--- src/rtl/bist_pkg.sv ---
// Shared types and helpers for the BIST vector sweeper.
package bist_pkg;

    typedef enum logic [1:0] {
        IDLE = 2'd0,
        RUN  = 2'd1,
        DONE = 2'd2
    } state_e;

    localparam logic ORDER_BINARY = 1'b0;
    localparam logic ORDER_GRAY   = 1'b1;

    localparam int unsigned MAX_N_IN = 16;

    function automatic logic [MAX_N_IN-1:0] bin2gray(input logic [MAX_N_IN-1:0] b);
        return b ^ (b >> 1);
    endfunction

endpackage

--- src/rtl/bist_vec_gen.sv ---
// Vector index, hold counter and binary/Gray mapping for the BIST sweeper.
module bist_vec_gen
    import bist_pkg::*;
#(
    parameter int unsigned N_IN = 6,
    parameter int unsigned HOLD = 1
) (
    input  logic            clk,
    input  logic            rst_n,
    input  logic            load,
    input  logic            gray_mode,
    input  logic            run,
    output logic [N_IN-1:0] vec_out,
    output logic            sample_c,
    output logic            last_c
);

    localparam int unsigned HW = (HOLD > 1) ? $clog2(HOLD) : 1;
    localparam logic [HW-1:0] HOLD_LAST = HW'(HOLD - 1);

    logic [N_IN-1:0] idx_q;
    logic [N_IN-1:0] idx_inc;
    logic [HW-1:0]   hold_q;
    logic            order_q;

    assign idx_inc  = idx_q + N_IN'(1);
    assign sample_c = (hold_q == HOLD_LAST);
    assign last_c   = &idx_q;

    // The terminal vector never advances, so vec_out holds it after the sweep.
    always_ff @(posedge clk or negedge rst_n) begin
        if (!rst_n) begin
            idx_q   <= '0;
            hold_q  <= '0;
            order_q <= ORDER_BINARY;
            vec_out <= '0;
        end else if (load) begin
            idx_q   <= '0;
            hold_q  <= '0;
            order_q <= gray_mode;
            vec_out <= '0;
        end else if (run) begin
            if (sample_c) begin
                hold_q <= '0;
                if (!last_c) begin
                    idx_q   <= idx_inc;
                    vec_out <= (order_q == ORDER_GRAY)
                             ? N_IN'(bin2gray(MAX_N_IN'(idx_inc)))
                             : idx_inc;
                end
            end else begin
                hold_q <= hold_q + HW'(1);
            end
        end
    end

endmodule

--- src/rtl/bist_vector_sweeper.sv ---
// Exhaustive-vector BIST sequencer: sweeps all inputs, compares DUT to golden, reports verdict.
module bist_vector_sweeper
    import bist_pkg::*;
#(
    parameter int unsigned N_IN = 6,
    parameter int unsigned HOLD = 1
) (
    input  logic            clk,
    input  logic            rst_n,
    input  logic            start,
    input  logic            abort,
    input  logic            gray_mode,
    input  logic            dut_y,
    input  logic            exp_y,
    output logic [N_IN-1:0] vec_out,
    output logic            busy,
    output logic            done,
    output logic            pass,
    output logic [N_IN:0]   err_count,
    output logic [N_IN-1:0] first_fail_vec,
    output logic            first_fail_valid
);

    localparam int unsigned EW = N_IN + 1;

    state_e          state_q, state_d;
    logic            busy_d, done_d, pass_d, ffv_d;
    logic [EW-1:0]   err_d;
    logic [N_IN-1:0] ffvec_d;
    logic            load_c, run_c, sample_c, last_c, mismatch_c;

    assign load_c     = (state_q == IDLE) && start;
    assign run_c      = (state_q == RUN) && !abort;
    assign mismatch_c = dut_y ^ exp_y;

    bist_vec_gen #(
        .N_IN (N_IN),
        .HOLD (HOLD)
    ) u_vec_gen (
        .clk       (clk),
        .rst_n     (rst_n),
        .load      (load_c),
        .gray_mode (gray_mode),
        .run       (run_c),
        .vec_out   (vec_out),
        .sample_c  (sample_c),
        .last_c    (last_c)
    );

    // Next state and next result values; abort discards the same-cycle compare.
    always_comb begin
        state_d = state_q;
        busy_d  = busy;
        done_d  = 1'b0;
        pass_d  = pass;
        err_d   = err_count;
        ffvec_d = first_fail_vec;
        ffv_d   = first_fail_valid;
        case (state_q)
            IDLE: begin
                if (start) begin
                    state_d = RUN;
                    busy_d  = 1'b1;
                    pass_d  = 1'b0;
                    err_d   = '0;
                    ffvec_d = '0;
                    ffv_d   = 1'b0;
                end
            end
            RUN: begin
                if (abort) begin
                    state_d = IDLE;
                    busy_d  = 1'b0;
                end else if (sample_c) begin
                    if (mismatch_c) begin
                        err_d = err_count + EW'(1);
                        if (!first_fail_valid) begin
                            ffvec_d = vec_out;
                            ffv_d   = 1'b1;
                        end
                    end
                    if (last_c) begin
                        state_d = DONE;
                        busy_d  = 1'b0;
                        done_d  = 1'b1;
                        pass_d  = (err_d == '0);
                    end
                end
            end
            DONE:    state_d = IDLE;
            default: state_d = IDLE;
        endcase
    end

    always_ff @(posedge clk or negedge rst_n) begin
        if (!rst_n) begin
            state_q          <= IDLE;
            busy             <= 1'b0;
            done             <= 1'b0;
            pass             <= 1'b0;
            err_count        <= '0;
            first_fail_vec   <= '0;
            first_fail_valid <= 1'b0;
        end else begin
            state_q          <= state_d;
            busy             <= busy_d;
            done             <= done_d;
            pass             <= pass_d;
            err_count        <= err_d;
            first_fail_vec   <= ffvec_d;
            first_fail_valid <= ffv_d;
        end
    end

endmodule
--- config.mk ---
export PLATFORM = sky130hd
export DESIGN_NAME = bist_vector_sweeper
export DESIGN_NICKNAME = d
export VERILOG_FILES = /design/src/rtl/bist_pkg.sv /design/src/rtl/bist_vec_gen.sv /design/src/rtl/bist_vector_sweeper.sv
export SDC_FILE = /design/constraint.sdc
export NUM_CORES = 1
export LEC_CHECK = 0
export CORE_MARGIN = 10
export CORE_UTILIZATION = 46
export DETAILED_ROUTE_END_ITERATION = 6
export PLACE_DENSITY = 0.73
export SLEW_MARGIN = 40
export SYNTH_ARGS = -nofsm -noshare
export SYNTH_HDL_FRONTEND = slang
export SYNTH_SLANG_ARGS = --single-unit
export TNS_END_PERCENT = 1
--- constraint.sdc ---
create_clock -name clk -period 1.5 [get_ports clk]
set_input_delay 0.225 -clock clk [delete_from_list [all_inputs] [get_ports clk]]
set_output_delay 0.225 -clock clk [all_outputs]
set_load 0.01 [all_outputs]
# Yosys cells after proc, flatten, opt, wreduce, memory -nomap -nowiden
# Cells that the tools add are included.
[classes]
reduce_logical = 15
muxes = 49
eq_ne = 11
bitwise_logic = 2
addsub = 3
[ops]
columns = ["operator", "count"]
rows = [
  ["$mux 6", 14],
  ["$mux 7", 7],
  ["$mux 1", 18],
  ["$ne 2x2->1 const B", 8],
  ["$pmux 7 s2", 1],
  ["$pmux 6 s2", 1],
  ["$reduce_and 6->1", 2],
  ["$reduce_and 5->1", 2],
  ["$mux 2", 4],
  ["$reduce_and 4->1", 2],
  ["$add 7x1->7 const B", 1],
  ["$logic_not 7->1", 1],
  ["$add 6x1->6 const B", 1],
  ["$ne 3x3->1 const B", 2],
  ["$pmux 1 s2", 3],
  ["$reduce_and 3->1", 2],
  ["$xor 6x5->6", 1],
  ["$pmux 2 s2", 1],
  ["$reduce_bool 2->1", 2],
  ["$eq 2x1->1 const B", 1],
  ["$logic_and 1x1->1", 2],
  ["$logic_not 2->1", 1],
  ["$add 1x1->1 const B", 1],
  ["$logic_not 1->1", 1],
  ["$xor 1x1->1", 1],
]
[word_totals]
input_bits = 7
register_bits = 33
elab_cells = 91

# Depth between registers and ports, before layout
[logic_depth]
word_depth = 10
mapped_depth = 6
ltp_nobuf = 6

# Modules after synthesis
# From an unflattened synthesis, not the netlist that was laid out.
[unflattened]
hier_cells = 186
area_unflattened_um2 = 1790.5
[modules_own_cells]
columns = ["mod", "seq_area_each_um2", "area_per_inst_um2", "instances", "cells_per_inst"]
rows = [
  ["bist_vector_sweeper", 475.5, 998.5, 1, 96],
  ["bist_vec_gen", 300.3, 792.0, 1, 90],
]

# Worst setup path after synthesis
# OpenSTA, ideal clock, no wires.
[synth_timing]
kind = "register to register"
from = "reg state_q[1]"
to = "reg u_vec_gen.idx_q[2]"
synth_period_minus_slack_ns = 1.535
arrival_ns = 1.404
stages_incl_launch_ff = 7
path_slack_ns = -0.035
cell_sequence = "dfrtp_1 > or3b_1 > buf_6 > o21bai_1 > buf_2 > nand3_1 > o21ai_0"
[synth_between]
elab_chain_len = 4
elab_cells_between_ends = 9
classes_between = "eq/ne (3); mux (1); reduce/logical (5)"
[synth_lines]
columns = ["item", "line_no", "rtl"]
rows = [
  ["start: declaration", "bist_vector_sweeper.sv:26", "state_e state_q, state_d;"],
  ["start signal: assignment", "bist_vector_sweeper.sv:105", "state_q <= state_d;"],
  ["$logic_not 2->1 / $eq 2x1->1 (equally long branches)", "bist_vector_sweeper.sv:32, bist_vector_sweeper.sv:33", ""],
  ["$logic_and 1x1->1 (on tied branches)", "bist_vector_sweeper.sv:32, bist_vector_sweeper.sv:33", ""],
  ["$ne 2x2->1 (no line) / $reduce_bool 2->1 (equally long branches)", "-", ""],
  ["$reduce_and 3->1 (no line)", "-", ""],
  ["end signal: assignment", "bist_vec_gen.sv:46", "idx_q <= idx_inc;"],
  ["end: declaration", "bist_vec_gen.sv:21", "logic [N_IN-1:0] idx_q;"],
]
# Parallel ways exist; a longest one is shown, timed or not.
# A chain may end at the register's enable or synchronous reset.

# Final worst setup path
[layout_timing]
from = "in dut_y"
to = "reg pass"
[layout_between]
elab_chain_len = 10
[layout_lines]
columns = ["item", "line_no", "rtl"]
rows = [
  ["start: declaration", "bist_vector_sweeper.sv:13", "input logic dut_y,"],
  ["$xor 1x1->1", "bist_vector_sweeper.sv:34", "assign mismatch_c = dut_y ^ exp_y;"],
  ["$mux 7", "bist_vector_sweeper.sv:75", "if (mismatch_c) begin"],
  ["$mux 7", "bist_vector_sweeper.sv:74", "end else if (sample_c) begin"],
  ["$mux 7", "bist_vector_sweeper.sv:71", "if (abort) begin"],
  ["$mux 7", "bist_vector_sweeper.sv:59", "case (state_q)"],
  ["$logic_not 7->1", "bist_vector_sweeper.sv:86", "pass_d = (err_d == '0);"],
  ["$mux 1", "bist_vector_sweeper.sv:82", "if (last_c) begin"],
  ["$mux 1", "bist_vector_sweeper.sv:74", ""],
  ["$mux 1", "bist_vector_sweeper.sv:71", ""],
  ["$pmux 1 s2", "bist_vector_sweeper.sv:59", ""],
  ["end signal: assignment", "bist_vector_sweeper.sv:108", "pass <= pass_d;"],
  ["end: declaration", "bist_vector_sweeper.sv:18", "output logic pass,"],
]
# Every way passes these cells. The select of a mux whose other input is x is not followed.

==> impl_table.tex <==
\begin{tabular}{lr}
\hline
Metric & Value \\
\hline
\multicolumn{2}{l}{\textbf{Global routing}} \\
Global-route wire length before repair & about 6300 microns \\
Total GRT Usage & 12.77\% \\
Number of global-route vias before repair & 1335 \\
Initial antenna violation count & 0 \\
Gr ovfl total & 0 \\
Largest net degree at the start of global routing & 32 \\
\multicolumn{2}{l}{\textbf{Setup path}} \\
FF-to-FF Start & state\_q[1]\$\_DFFE\_PN0P\_ \\
Worst setup SP type & input port \\
Critical path type & in2reg \\
WP data required & 1760 ps \\
Maximum fanout count along the critical path & 4 \\
Series of cell instances along the critical path & clkdlybuf4s50\_1, xor2\_2, or3\_1, a21oi\_2, nand4\_1, o31ai\_1 \\
Worst Setup End Kind & flip-flop \\
CP max stage delay & 510 ps \\
Arrival time worst endpoint & 1770 ps \\
Worst reg-to-reg path cell count & 5 \\
Terminus of the critical flop-to-flop path & first\_fail\_vec[4]\$\_DFFE\_PN0P\_ \\
R2R setup slack & -10 ps \\
Worst path top cell family by delay & buffers and inverters \\
CP max-delay cell & sky130\_fd\_sc\_hd\_\_clkdlybuf4s50\_1 \\
Combined buffer and inverter count along the critical path & 1 \\
\multicolumn{2}{l}{\textbf{Route}} \\
Count of unresolved DRC violations after routing & 0 \\
Overall routed net length & 3768 microns \\
Router iterations before antenna repair & 4 \\
Per-cell via count in the routed design & 5.178 \\
Vias & about 1300 \\
Number of antenna-violating nets in the routed design & 0 \\
DRT iter0 DRCs & 56 \\
Wire length per cell & 14.89 microns \\
\multicolumn{2}{l}{\textbf{Power}} \\
Net Switching & 731.9 uW \\
Power consumption & 2.175 mW \\
Largest voltage drop on the vdd net & 0.7922 mV \\
Part of the power in the clock network & 22.7\% \\
Internal Dissipation & about 1.4 mW \\
Pwr per Cell Area & 1010 mW/mm\^{}2 \\
Switching share of power & 33.64\% \\
Leakage power & 1.084 nW \\
Proportion of power drawn by combinational gates & between 30\% and 40\% \\
Flop pwr share & 46.8\% \\
\multicolumn{2}{l}{\textbf{Floorplan}} \\
Placement Rows & 20 \\
Starting Density & 49.36\% \\
Overall die width & 77.94 microns \\
Die extent in y & 77.94 microns \\
Placeable core region & 0.003128 sq mm \\
Boundary Pins & 30 \\
Die area & 0.006074 sq mm \\
\multicolumn{2}{l}{\textbf{Synthesis}} \\
Area of the mapped netlist & 0.001544 sq mm \\
Synth warn & 0 \\
Post-synthesis sequential area ratio & about half \\
Netlist cell types & 35 \\
Mean instance size in the synthesized netlist & 9.711 sq um \\
Syn\_nets & 168 \\
Number of cells produced by synthesis & 159 \\
Flops \& latches, synth & 31 \\
\multicolumn{2}{l}{\textbf{STA}} \\
Number of slew-limit violations in the final report & 0 \\
Final number of setup-violating endpoints & 2 \\
Relative max-transition margin & between 70\% and 80\% \\
Summed negative setup slack over all endpoints & -21.38 ps \\
Transition time at the pin with the least slew margin & between 300 and 400 ps \\
Final WS setup & -14.63 ps \\
Share of the clock period used by the worst path & 101.0\% \\
Maximum clock rate & 660.2 MHz \\
Final critical path time including I/O delays and setup & 1515 ps \\
Final setup skew & 11.28 ps \\
RSZ-0062 raised after global routing & true \\
Final hold viol count & 0 \\
\multicolumn{2}{l}{\textbf{Clock network}} \\
Clock buffer count from CTS & 5 \\
Worst skew pair latency & 340 ps \\
Clk pin slew, worst setup/hold paths & 110 ps \\
Clock tree from TritonCTS & yes \\
CTS root buf & sky130\_fd\_sc\_hd\_\_clkbuf\_4 \\
Depth of the CTS H-tree & 2 \\
Total number of clock tree sinks & 31 \\
Bufs on Longest Clock Path & 2 \\
\multicolumn{2}{l}{\textbf{Placement}} \\
IO Port Bufs & 29 \\
Detailed Place HPWL & 2694 microns \\
Final weighted congestion in routability-driven placement & 0.8617 \\
Dpl cells & 244 \\
Area of placed instances & $\sim$0.0020 sq mm \\
\multicolumn{2}{l}{\textbf{Cells and area}} \\
Layout cells sized above 1 & a little under a quarter \\
Post-synthesis to final-layout area growth & 39.55\% \\
Share of the core filled with cells & a little under 70\% \\
Number of nets in the layout & 217 \\
Final non-filler cell total & 253 \\
Ant diodes & 0 \\
Leading cell type in the layout, fill and taps excluded & sky130\_fd\_sc\_hd\_\_dfrtp\_1 \\
Finished Cell Area & 0.002155 sq mm \\
Top library cells by usage in the layout, fill and taps aside & sky130\_fd\_sc\_hd\_\_dfrtp\_1 (30), sky130\_fd\_sc\_hd\_\_buf\_4 (17), sky130\_fd\_sc\_hd\_\_dlygate4sd2\_1 (16) \\
\multicolumn{2}{l}{\textbf{Status}} \\
Failing checks & setup timing \\
Outcome & finished with violations \\
\multicolumn{2}{l}{\textbf{Job}} \\
Max\_cap viols & 0 \\
\multicolumn{2}{l}{\textbf{Hold path}} \\
Tightest Hold Check Type & in2async \\
\hline
\end{tabular}
[metal layers]
layer	vias to the layer above	share of wire, %	routed length (microns)	global-route usage (%)
met4	0	0.74	28	4.659
met3	4	6.6	249	6.106
met5	-	0	0	0
met2	31	49	1850	20.65
li1	648	-	-	-
met1	627	43	1639	14.37
[cells in the mapped netlist]
cell | number | area (sq um)
sky130_fd_sc_hd__nand3b_1 | 1 | 7.510
sky130_fd_sc_hd__nor2_1 | 10 | 37.54
sky130_fd_sc_hd__a21oi_1 | 1 | 5.000
sky130_fd_sc_hd__nand2_1 | 17 | 63.81
sky130_fd_sc_hd__nor3_4 | 1 | 16.27
sky130_fd_sc_hd__xor2_1 | 3 | 26.28
sky130_fd_sc_hd__and2_1 | 1 | 6.260
sky130_fd_sc_hd__buf_2 | 1 | 5.000
sky130_fd_sc_hd__clkbuf_1 | 2 | 7.510
sky130_fd_sc_hd__a22o_1 | 6 | 52.55
sky130_fd_sc_hd__o21a_1 | 2 | 15.01
sky130_fd_sc_hd__and3_1 | 1 | 6.260
sky130_fd_sc_hd__nor3_2 | 1 | 10.01
sky130_fd_sc_hd__nand3_1 | 16 | 80.08
sky130_fd_sc_hd__nor3_1 | 4 | 20.02
sky130_fd_sc_hd__buf_6 | 1 | 11.26
sky130_fd_sc_hd__buf_4 | 1 | 7.510
sky130_fd_sc_hd__xnor2_1 | 10 | 87.58
sky130_fd_sc_hd__o21ai_0 | 23 | 115.1
sky130_fd_sc_hd__ha_1 | 2 | 25.02
sky130_fd_sc_hd__o31ai_1 | 3 | 22.52
sky130_fd_sc_hd__inv_1 | 4 | 15.01
sky130_fd_sc_hd__a31oi_1 | 1 | 6.260
sky130_fd_sc_hd__or3b_1 | 1 | 8.760
sky130_fd_sc_hd__buf_1 | 1 | 3.750
sky130_fd_sc_hd__or3_1 | 1 | 6.260
sky130_fd_sc_hd__nor2b_2 | 1 | 8.760
sky130_fd_sc_hd__o21bai_1 | 1 | 7.510
sky130_fd_sc_hd__nand4_1 | 1 | 6.260
sky130_fd_sc_hd__clkbuf_2 | 1 | 5.000
sky130_fd_sc_hd__nor2b_1 | 3 | 18.77
sky130_fd_sc_hd__or2b_1 | 1 | 7.510
sky130_fd_sc_hd__mux2_2 | 3 | 33.78
sky130_fd_sc_hd__dfrtp_1 | 31 | 775.7
sky130_fd_sc_hd__nand2b_1 | 2 | 12.51
[how the worst max path moves through the flow]
| stage | cells past startpoint | from | to | slack [ps] |
|---|---|---|---|---|
| global placement | 6 | abort | err_count[0]$_DFFE_PN0P_ | -330 |
| CTS | 5 | state_q[1]$_DFFE_PN0P_ | err_count[0]$_DFFE_PN0P_ | -50 |
| global route | 5 | state_q[1]$_DFFE_PN0P_ | first_fail_vec[4]$_DFFE_PN0P_ | -110 |
| detailed placement | 6 | abort | err_count[0]$_DFFE_PN0P_ | -370 |
| finish | 6 | dut_y | pass$_DFFE_PN0P_ | -10 |
| floorplan | 5 | state_q[1]$_DFFE_PN0P_ | first_fail_vec[4]$_DFFE_PN0P_ | -10 |
[power by group through the flow]
stage / combinational [mW] / sequential, mW / clock (mW)
after detailed placement: 0.649 / 1.04 / 0
after global placement: 0.634 / 1.03 / 0
final: 0.663 / 1.02 / 0.494
after floorplan: 0.285 / 1.06 / 0
after global routing: 0.740 / 1.03 / 0.552
after CTS: 0.627 / 1.02 / 0.507
[cell type report]
class	count	area, sq um
clock inverter	3	20.02
inverter	4	15.01
fill	252	973.4
clock buffer	5	37.54
tap	44	55.05
multi-input combinational	117	792.0
sequential	31	777.0
timing repair buffer	49	457.9
[stage by stage]
step / setup slack (ps) / hold slack, ps
CTS: -53.40 / 265.9
global placement: -328.5 / 464.2
finish: -14.63 / 262.1
global route: -111.2 / 300.0
detailed placement: -366.1 / 467.4
floorplan: -10.28 / -70.59
[logic make-up (layout without fill, tap and decap cells)]
group                    count (synthesis)  after routing  synth area share (%)
AO/OA/AOI/OAI                           37             37                 14.51
XOR/XNOR                                13             13                 7.374
adder cells (fa/ha/maj)                  2              2                 1.620
buffers and inverters                   11             61                 3.565
flip-flops                              31             31                 50.24
multiplexers                             3              3                 2.188
AND/OR/NAND/NOR                         62             62                 20.50
[state kept, by name, summed over array words and instances, names as in the netlist]
name	flops
pass	1
done	1
err_count	7
busy	1
u_vec_gen.order_q	1
u_vec_gen.idx_q	6
u_vec_gen.vec_out	5
state_q	2
first_fail_vec	6
first_fail_valid	1
[repair_timing]
item / CTS / global route
endpoints found under the setup margin: 34 / 32
pin swaps: 1 / 1
resized for setup: 24 / 32
setup buffers: 0 / 1
hold buffers: 0 / 0
No activity file was read; power rests on OpenSTA's default activity.
